[src/rtl/light_conflict_monitor_pkg.sv]
// rtl/light_conflict_monitor_pkg.sv - shared traffic states, fault codes and lamp encodings
package light_conflict_monitor_pkg;

    typedef enum logic [1:0] {
        ST_ARMING  = 2'd0,
        ST_MONITOR = 2'd1,
        ST_FAULT   = 2'd2
    } mon_state_t;

    localparam logic [2:0] CODE_NONE      = 3'd0;
    localparam logic [2:0] CODE_CONFLICT  = 3'd1;
    localparam logic [2:0] CODE_LAMP_A    = 3'd2;
    localparam logic [2:0] CODE_LAMP_B    = 3'd3;
    localparam logic [2:0] CODE_SEQ_A     = 3'd4;
    localparam logic [2:0] CODE_SEQ_B     = 3'd5;
    localparam logic [2:0] CODE_SHORT_Y_A = 3'd6;
    localparam logic [2:0] CODE_SHORT_Y_B = 3'd7;

    // Lamp vectors are packed {R, Y, G}.
    localparam logic [2:0] LAMP_R = 3'b100;
    localparam logic [2:0] LAMP_Y = 3'b010;
    localparam logic [2:0] LAMP_G = 3'b001;

    function automatic logic [2:0] legal_next(input logic [2:0] lamp);
        logic [2:0] nxt;
        case (lamp)
            LAMP_R:  nxt = LAMP_G;
            LAMP_G:  nxt = LAMP_Y;
            LAMP_Y:  nxt = LAMP_R;
            default: nxt = 3'b000;
        endcase
        return nxt;
    endfunction

endpackage

[src/rtl/light_conflict_monitor_if.sv]
// rtl/light_conflict_monitor_if.sv - lamp inputs and fault outputs of the conflict monitor
interface light_conflict_monitor_if;
    logic       RA, YA, GA;
    logic       RB, YB, GB;
    logic       clr_fault;
    logic       fault;
    logic [2:0] fault_code;
    logic       flash;
    logic       flash_on;
    logic [7:0] phase_cnt;

    modport master (
        output RA, YA, GA, RB, YB, GB, clr_fault,
        input  fault, fault_code, flash, flash_on, phase_cnt
    );

    modport slave (
        input  RA, YA, GA, RB, YB, GB, clr_fault,
        output fault, fault_code, flash, flash_on, phase_cnt
    );
endinterface

[src/rtl/light_conflict_monitor_lane_seq_checker.sv]
// rtl/light_conflict_monitor_lane_seq_checker.sv - per-lane lamp legality, sequence and yellow-time checks
module lane_seq_checker
    import light_conflict_monitor_pkg::*;
#(
    parameter int MIN_YELLOW = 2
) (
    input  logic       clk,
    input  logic       rst,
    input  logic [2:0] i_lamp,
    input  logic [2:0] i_prev,
    input  logic       i_dyn_en,
    output logic       o_lamp_err,
    output logic       o_seq_err,
    output logic       o_short_y
);
    localparam int YW = $clog2(MIN_YELLOW + 1);

    logic [YW-1:0] r_ycnt;
    logic          w_cur_ok;
    logic          w_dyn;

    // Transition checks only apply when both samples are well-formed lamp states.
    assign w_cur_ok   = $onehot(i_lamp);
    assign w_dyn      = i_dyn_en && w_cur_ok && $onehot(i_prev);
    assign o_lamp_err = !w_cur_ok;
    assign o_seq_err  = w_dyn && (i_lamp != i_prev) && (i_lamp != legal_next(i_prev));
    assign o_short_y  = w_dyn && (i_prev == LAMP_Y) && (i_lamp == LAMP_R)
                        && (r_ycnt < YW'(MIN_YELLOW));

    // Counts consecutive pure-yellow samples; anything else restarts it.
    always_ff @(posedge clk or negedge rst) begin
        if (!rst) begin
            r_ycnt <= '0;
        end else if (i_lamp == LAMP_Y) begin
            if (r_ycnt != YW'(MIN_YELLOW)) begin
                r_ycnt <= r_ycnt + 1'b1;
            end
        end else begin
            r_ycnt <= '0;
        end
    end
endmodule

[src/rtl/light_conflict_monitor.sv]
// rtl/light_conflict_monitor.sv - two-lane traffic lamp conflict monitor with latched fault and flash
module light_conflict_monitor
    import light_conflict_monitor_pkg::*;
#(
    parameter int MIN_YELLOW = 2,
    parameter int FLASH_DIV  = 4
) (
    input logic                     clk,
    input logic                     rst,
    light_conflict_monitor_if.slave bus
);
    localparam int FW = (FLASH_DIV > 1) ? $clog2(FLASH_DIV) : 1;

    mon_state_t    r_state;
    logic          r_fault;
    logic [2:0]    r_code;
    logic          r_flash_on;
    logic [FW-1:0] r_fcnt;
    logic [7:0]    r_phase;
    logic [2:0]    r_prev_a;
    logic [2:0]    r_prev_b;

    logic [2:0] w_lamp_a;
    logic [2:0] w_lamp_b;
    logic       w_dyn_en;
    logic       w_a_lamp_err, w_a_seq_err, w_a_short_y;
    logic       w_b_lamp_err, w_b_seq_err, w_b_short_y;
    logic [7:1] w_viol;
    logic [2:0] w_code;

    assign w_lamp_a = {bus.RA, bus.YA, bus.GA};
    assign w_lamp_b = {bus.RB, bus.YB, bus.GB};
    assign w_dyn_en = (r_state == ST_MONITOR);

    lane_seq_checker #(.MIN_YELLOW(MIN_YELLOW)) u_lane_a (
        .clk(clk), .rst(rst), .i_lamp(w_lamp_a), .i_prev(r_prev_a), .i_dyn_en(w_dyn_en),
        .o_lamp_err(w_a_lamp_err), .o_seq_err(w_a_seq_err), .o_short_y(w_a_short_y)
    );

    lane_seq_checker #(.MIN_YELLOW(MIN_YELLOW)) u_lane_b (
        .clk(clk), .rst(rst), .i_lamp(w_lamp_b), .i_prev(r_prev_b), .i_dyn_en(w_dyn_en),
        .o_lamp_err(w_b_lamp_err), .o_seq_err(w_b_seq_err), .o_short_y(w_b_short_y)
    );

    always_comb begin
        w_viol                 = '0;
        w_viol[CODE_CONFLICT]  = !bus.RA && !bus.RB;
        w_viol[CODE_LAMP_A]    = w_a_lamp_err;
        w_viol[CODE_LAMP_B]    = w_b_lamp_err;
        w_viol[CODE_SEQ_A]     = w_a_seq_err;
        w_viol[CODE_SEQ_B]     = w_b_seq_err;
        w_viol[CODE_SHORT_Y_A] = w_a_short_y;
        w_viol[CODE_SHORT_Y_B] = w_b_short_y;
        // Lowest code wins when several checks trip together.
        w_code = CODE_NONE;
        for (int i = 7; i >= 1; i--) begin
            if (w_viol[i]) begin
                w_code = 3'(i);
            end
        end
    end

    always_ff @(posedge clk or negedge rst) begin
        if (!rst) begin
            r_state    <= ST_ARMING;
            r_fault    <= 1'b0;
            r_code     <= CODE_NONE;
            r_flash_on <= 1'b0;
            r_fcnt     <= '0;
            r_phase    <= 8'd0;
            r_prev_a   <= 3'b000;
            r_prev_b   <= 3'b000;
        end else begin
            r_prev_a <= w_lamp_a;
            r_prev_b <= w_lamp_b;
            case (r_state)
                ST_FAULT: begin
                    if (bus.clr_fault) begin
                        r_state    <= ST_ARMING;
                        r_fault    <= 1'b0;
                        r_code     <= CODE_NONE;
                        r_flash_on <= 1'b0;
                        r_fcnt     <= '0;
                    end else if (r_fcnt == FW'(FLASH_DIV - 1)) begin
                        r_fcnt     <= '0;
                        r_flash_on <= ~r_flash_on;
                    end else begin
                        r_fcnt <= r_fcnt + 1'b1;
                    end
                end
                default: begin
                    if (w_code != CODE_NONE) begin
                        r_state    <= ST_FAULT;
                        r_fault    <= 1'b1;
                        r_code     <= w_code;
                        r_flash_on <= 1'b1;
                        r_fcnt     <= '0;
                    end else begin
                        r_state <= ST_MONITOR;
                        // Only a clean sample in MONITOR counts as an accepted lane-A change.
                        if (w_dyn_en && (w_lamp_a != r_prev_a) && (r_phase != 8'hFF)) begin
                            r_phase <= r_phase + 8'd1;
                        end
                    end
                end
            endcase
        end
    end

    assign bus.fault      = r_fault;
    assign bus.fault_code = r_code;
    assign bus.flash      = r_fault;
    assign bus.flash_on   = r_flash_on;
    assign bus.phase_cnt  = r_phase;
endmodule
[src/flat_wrapper.sv]
// flat-port wrapper written by rule: the top's interface ports become plain ports
module light_conflict_monitor_flat import light_conflict_monitor_pkg::*;
#(
    parameter int MIN_YELLOW = 2,
    parameter int FLASH_DIV  = 4
)
  (clk, rst, bus_RA, bus_YA, bus_GA, bus_RB, bus_YB, bus_GB, bus_clr_fault, bus_fault, bus_fault_code, bus_flash, bus_flash_on, bus_phase_cnt);
  light_conflict_monitor_if bus_i ();
  input logic clk;
  input logic rst;
  input wire logic [$bits(bus_i.RA)-1:0] bus_RA;
  input wire logic [$bits(bus_i.YA)-1:0] bus_YA;
  input wire logic [$bits(bus_i.GA)-1:0] bus_GA;
  input wire logic [$bits(bus_i.RB)-1:0] bus_RB;
  input wire logic [$bits(bus_i.YB)-1:0] bus_YB;
  input wire logic [$bits(bus_i.GB)-1:0] bus_GB;
  input wire logic [$bits(bus_i.clr_fault)-1:0] bus_clr_fault;
  output wire logic [$bits(bus_i.fault)-1:0] bus_fault;
  output wire logic [$bits(bus_i.fault_code)-1:0] bus_fault_code;
  output wire logic [$bits(bus_i.flash)-1:0] bus_flash;
  output wire logic [$bits(bus_i.flash_on)-1:0] bus_flash_on;
  output wire logic [$bits(bus_i.phase_cnt)-1:0] bus_phase_cnt;
  assign bus_i.RA = bus_RA;
  assign bus_i.YA = bus_YA;
  assign bus_i.GA = bus_GA;
  assign bus_i.RB = bus_RB;
  assign bus_i.YB = bus_YB;
  assign bus_i.GB = bus_GB;
  assign bus_i.clr_fault = bus_clr_fault;
  assign bus_fault = bus_i.fault;
  assign bus_fault_code = bus_i.fault_code;
  assign bus_flash = bus_i.flash;
  assign bus_flash_on = bus_i.flash_on;
  assign bus_phase_cnt = bus_i.phase_cnt;
  light_conflict_monitor #(.MIN_YELLOW(MIN_YELLOW), .FLASH_DIV(FLASH_DIV)) u_core (.clk(clk), .rst(rst), .bus(bus_i));
endmodule
[config.mk]
export PLATFORM = sky130hd
export DESIGN_NAME = light_conflict_monitor_flat
export DESIGN_NICKNAME = d
export VERILOG_FILES = /design/src/rtl/light_conflict_monitor_pkg.sv /design/src/rtl/light_conflict_monitor_if.sv /design/src/rtl/light_conflict_monitor_lane_seq_checker.sv /design/src/rtl/light_conflict_monitor.sv /design/src/flat_wrapper.sv
export SDC_FILE = /design/constraint.sdc
export NUM_CORES = 1
export LEC_CHECK = 0
export ABC_CLOCK_PERIOD_IN_PS = 7100
export CORE_MARGIN = 1
export CORE_UTILIZATION = 48
export DETAILED_ROUTE_END_ITERATION = 8
export PLACE_DENSITY_LB_ADDON = 0.15
export RECOVER_POWER = 50
export SLEW_MARGIN = 5
export SYNTH_ARGS = -nofsm -noshare
export SYNTH_HDL_FRONTEND = slang
export SYNTH_SLANG_ARGS = --single-unit
export TNS_END_PERCENT = 20
[constraint.sdc]
create_clock -name clk -period 7.1 [get_ports clk]
set_input_delay 1.42 -clock clk [delete_from_list [all_inputs] [get_ports clk]]
set_output_delay 1.42 -clock clk [all_outputs]
set_load 0.05 [all_outputs]
==> flow_summary.toml <==
[grt]
grt_max_degree = 28
grt_pass1_vias = 1341
grt_pass1_wl_mm = 5.69
grtUsageTotal_pct = 20.5
antenna_found_initial = 0
gr-total-overflow = 0

[finish]
layout.nets = 204
area_growth_pct = 16.9
diodes = 0
drive_above_1_share_pct = 11.3

[logic_synthesis]
ys.flop_type = "dfrtp_1"
ys_seq_elements = 27
ys_seq_area_share_pct = 41.0
synth_area_um2 = 1650
yosys.area.top_type_share_pct = 41.0
synth_warnings = 0
synth_top_cell_by_area = "dfrtp_1"
synth_edf_count = 0
avgSynthCellArea_um2 = 10.2
synth_nets = 179
yosys-top-cells-area = "dfrtp_1, fa_1, xor2_1"
synth_cell_types = 46
synthArstFlopShare_pct = 100
synthCells = 162

[detailed_routing]
top_layer_used = "met4"
wl_mm = 3.29
vias_per_cell = 5.56
met1_length_mm = 1.48
dr.pass1.iters = 4
ant_nets = 0
route.met3.wl_um = 101
routedWlPerCell_um = 14.3
drc = 0
vias = 1279
drt_iter0_drc = 67
wl_met2_mm = 1.66

[clocking]
cts_root_buf = "clkbuf_4"
cts_max_level = 1
cts-root-to-sink-buffers = 2
cts-resized-gates = 0
clk_latency_ns = 0.34
cts_tree = "done"
clkTransAtPathRegs_ns = 0.16
postCtsHoldBufs = 0
cts_buffers = 3
cts.sinks = 27
post_cts_buffers = 0

[die]
initial_core_util_pct = 52.3
die_h_um = 60.6
core_um2 = 3150
die_w_um = 60.6
rows = 20
ioPinCount = 23
fp.dieArea_um2 = 3670

[timing]
clock.fmax_mhz = 242
report.final.slew_viol_count = 0
fin_crit_sh_pct = 58.3
finalHoldViolations = 0
tightest_slew_ns = 1.48
fin_worst_skew_ns = 0.00219
period_needed_ns = 4.14
finalSetupTns_ns = 0
fin_ws_ns = 2.96
maxSlewHeadroom_pct = 1.00
rsz0062_at_grt = "false"
setup_viol = 0

[placed_design]
portBuffers = 22
routabilityCongestion = 0.754
post-place-ws_ns = 2.69
dp_hpwl_mm = 2.45

[hold_path]
min_path_cells = 1
hold_start = "u_core.bus.phase_cnt[5]"
hp-class = "reg2reg"
holdPathEnd = "u_core.bus.phase_cnt[5]"

[pwr]
total_leakage_power_nw = 0.876
ir_drop_uv = 68.3
power_density_nw_per_um2 = 165

[worst_setup_path]
endpoint_kind = "register"
cp-start-kind = "primary input"
rr_startpoint = "u_core.r_prev_a[0]"
startpoint = "bus_RB"
worstPathMaxFanout = 8
rrSetupSlack_ns = 4.17
reg2reg_depth = 8
reg2reg_to = "u_core.r_fcnt[0]"
path_class = "in2reg"
worst_ep_required_time_ns = 7.35
critical_path_arrival_ns = 4.38

[outcome]
status = "complete, no violations"

[run]
maxCapViolations = 0
stage by stage:
step	total power [mW]	util (%)	cell area (µm²)	std cells	hold slack, ns
4_1_cts	0.320	61.3	1930	230	0.515
6_report	0.318	61.2	1930	230	0.514
2_1_floorplan	0.221	-	1650	162	0.477
3_5_place_dp	0.249	60.3	1900	226	0.493
3_3_place_gp	0.246	60.3	1900	226	0.482
5_1_grt	0.333	61.2	1930	230	0.524
per-layer routing:
metal	GRT usage, %	up-vias
li1	-	620
met5	0	-
met4	6.17	0
met2	37.8	26
met3	1.92	6
met1	25.4	627
registers in the layout (all words and copies together) (netlist names):
signal,flops
u_core.bus.fault,1
u_core.r_prev_a,3
u_core.u_lane_a.r_ycnt,2
u_core.r_fcnt,2
u_core.bus.flash_on,1
u_core.bus.phase_cnt,8
u_core.r_state,2
u_core.u_lane_b.r_ycnt,2
u_core.bus.fault_code,3
u_core.r_prev_b,3
power by group:
group          switching (mW)  internal, mW
clock                  0.0508        0.0216
combinational          0.0451        0.0294
sequential            0.00862         0.162
worst max-delay path, stage by stage:
cell	delay [ns]
dlygate4sd3_1	0.72
inv_1	0.13
fa_1	0.46
nand2b_1	0.19
or3_4	0.41
a311oi_1	0.23
and4_1	0.40
nand2_4	0.09
mux2_4	0.33
cells in the mapped netlist, drive strengths merged (2+ instances only):
| library cell | instances |
|---|---|
| xnor2 | 7 |
| dfrtp | 27 |
| o21ai | 5 |
| inv | 16 |
| nor3 | 4 |
| ha | 4 |
| nand3 | 4 |
| a211oi | 3 |
| or3 | 2 |
| and3 | 5 |
| nand4 | 5 |
| fa | 4 |
| nor2 | 16 |
| o211ai | 2 |
| xor2 | 8 |
| a21oi | 8 |
| nor4bb | 2 |
| and4bb | 5 |
| nand2 | 5 |
| a22o | 2 |
| nand2b | 3 |
| nor2b | 2 |
| and2 | 5 |
| buf | 3 |
placed cells by master, fill, tap and decap left out, types with 5 or more instances in the layout:
| cell type | n |
|---|---|
| dfrtp_1 | 27 |
| inv_1 | 16 |
| nor2_1 | 15 |
| clkdlybuf4s50_1 | 15 |
| xor2_1 | 8 |
| a21oi_1 | 8 |
| xnor2_1 | 7 |
| dlygate4sd3_1 | 7 |
| and4bb_2 | 5 |
| o21ai_0 | 5 |
| nand4_1 | 5 |
cell families (layout without fill, tap and decap cells):
family,Yosys count,after routing,share of synthesized area [%]
DFF,27,27,41.0
xor gates and xnor gates,15,15,7.97
adders and majority gates,9,9,8.57
AOI/OAI and AO/OA,28,28,11.9
buffers and inverters,19,43,5.46
muxes,1,1,0.910
and+or+nand+nor,63,63,24.2
worst max-delay path by stage:
stage	endpoint	slack [ns]	cells past startpoint
floorplan	u_core.bus.phase_cnt[1]	3.59	9
global placement	u_core.bus.phase_cnt[1]	2.73	9
global route	u_core.bus.phase_cnt[1]	2.78	9
detailed placement	u_core.bus.phase_cnt[1]	2.69	9
finish	u_core.bus.phase_cnt[1]	2.96	9
CTS	u_core.bus.phase_cnt[1]	3.04	9
area by class of cell:
| class | instances | area, µm² |
|---|---|---|
| multi-input combinational | 116 | 883 |
| clock inverter | 1 | 7.51 |
| sequential | 27 | 676 |
| timing repair buffer | 23 | 224 |
| clock buffer | 3 | 22.5 |
| tap | 44 | 55.1 |
| fill | 294 | 1220 |
| inverter | 16 | 60.1 |
No activity file was read; power rests on OpenSTA's default activity.
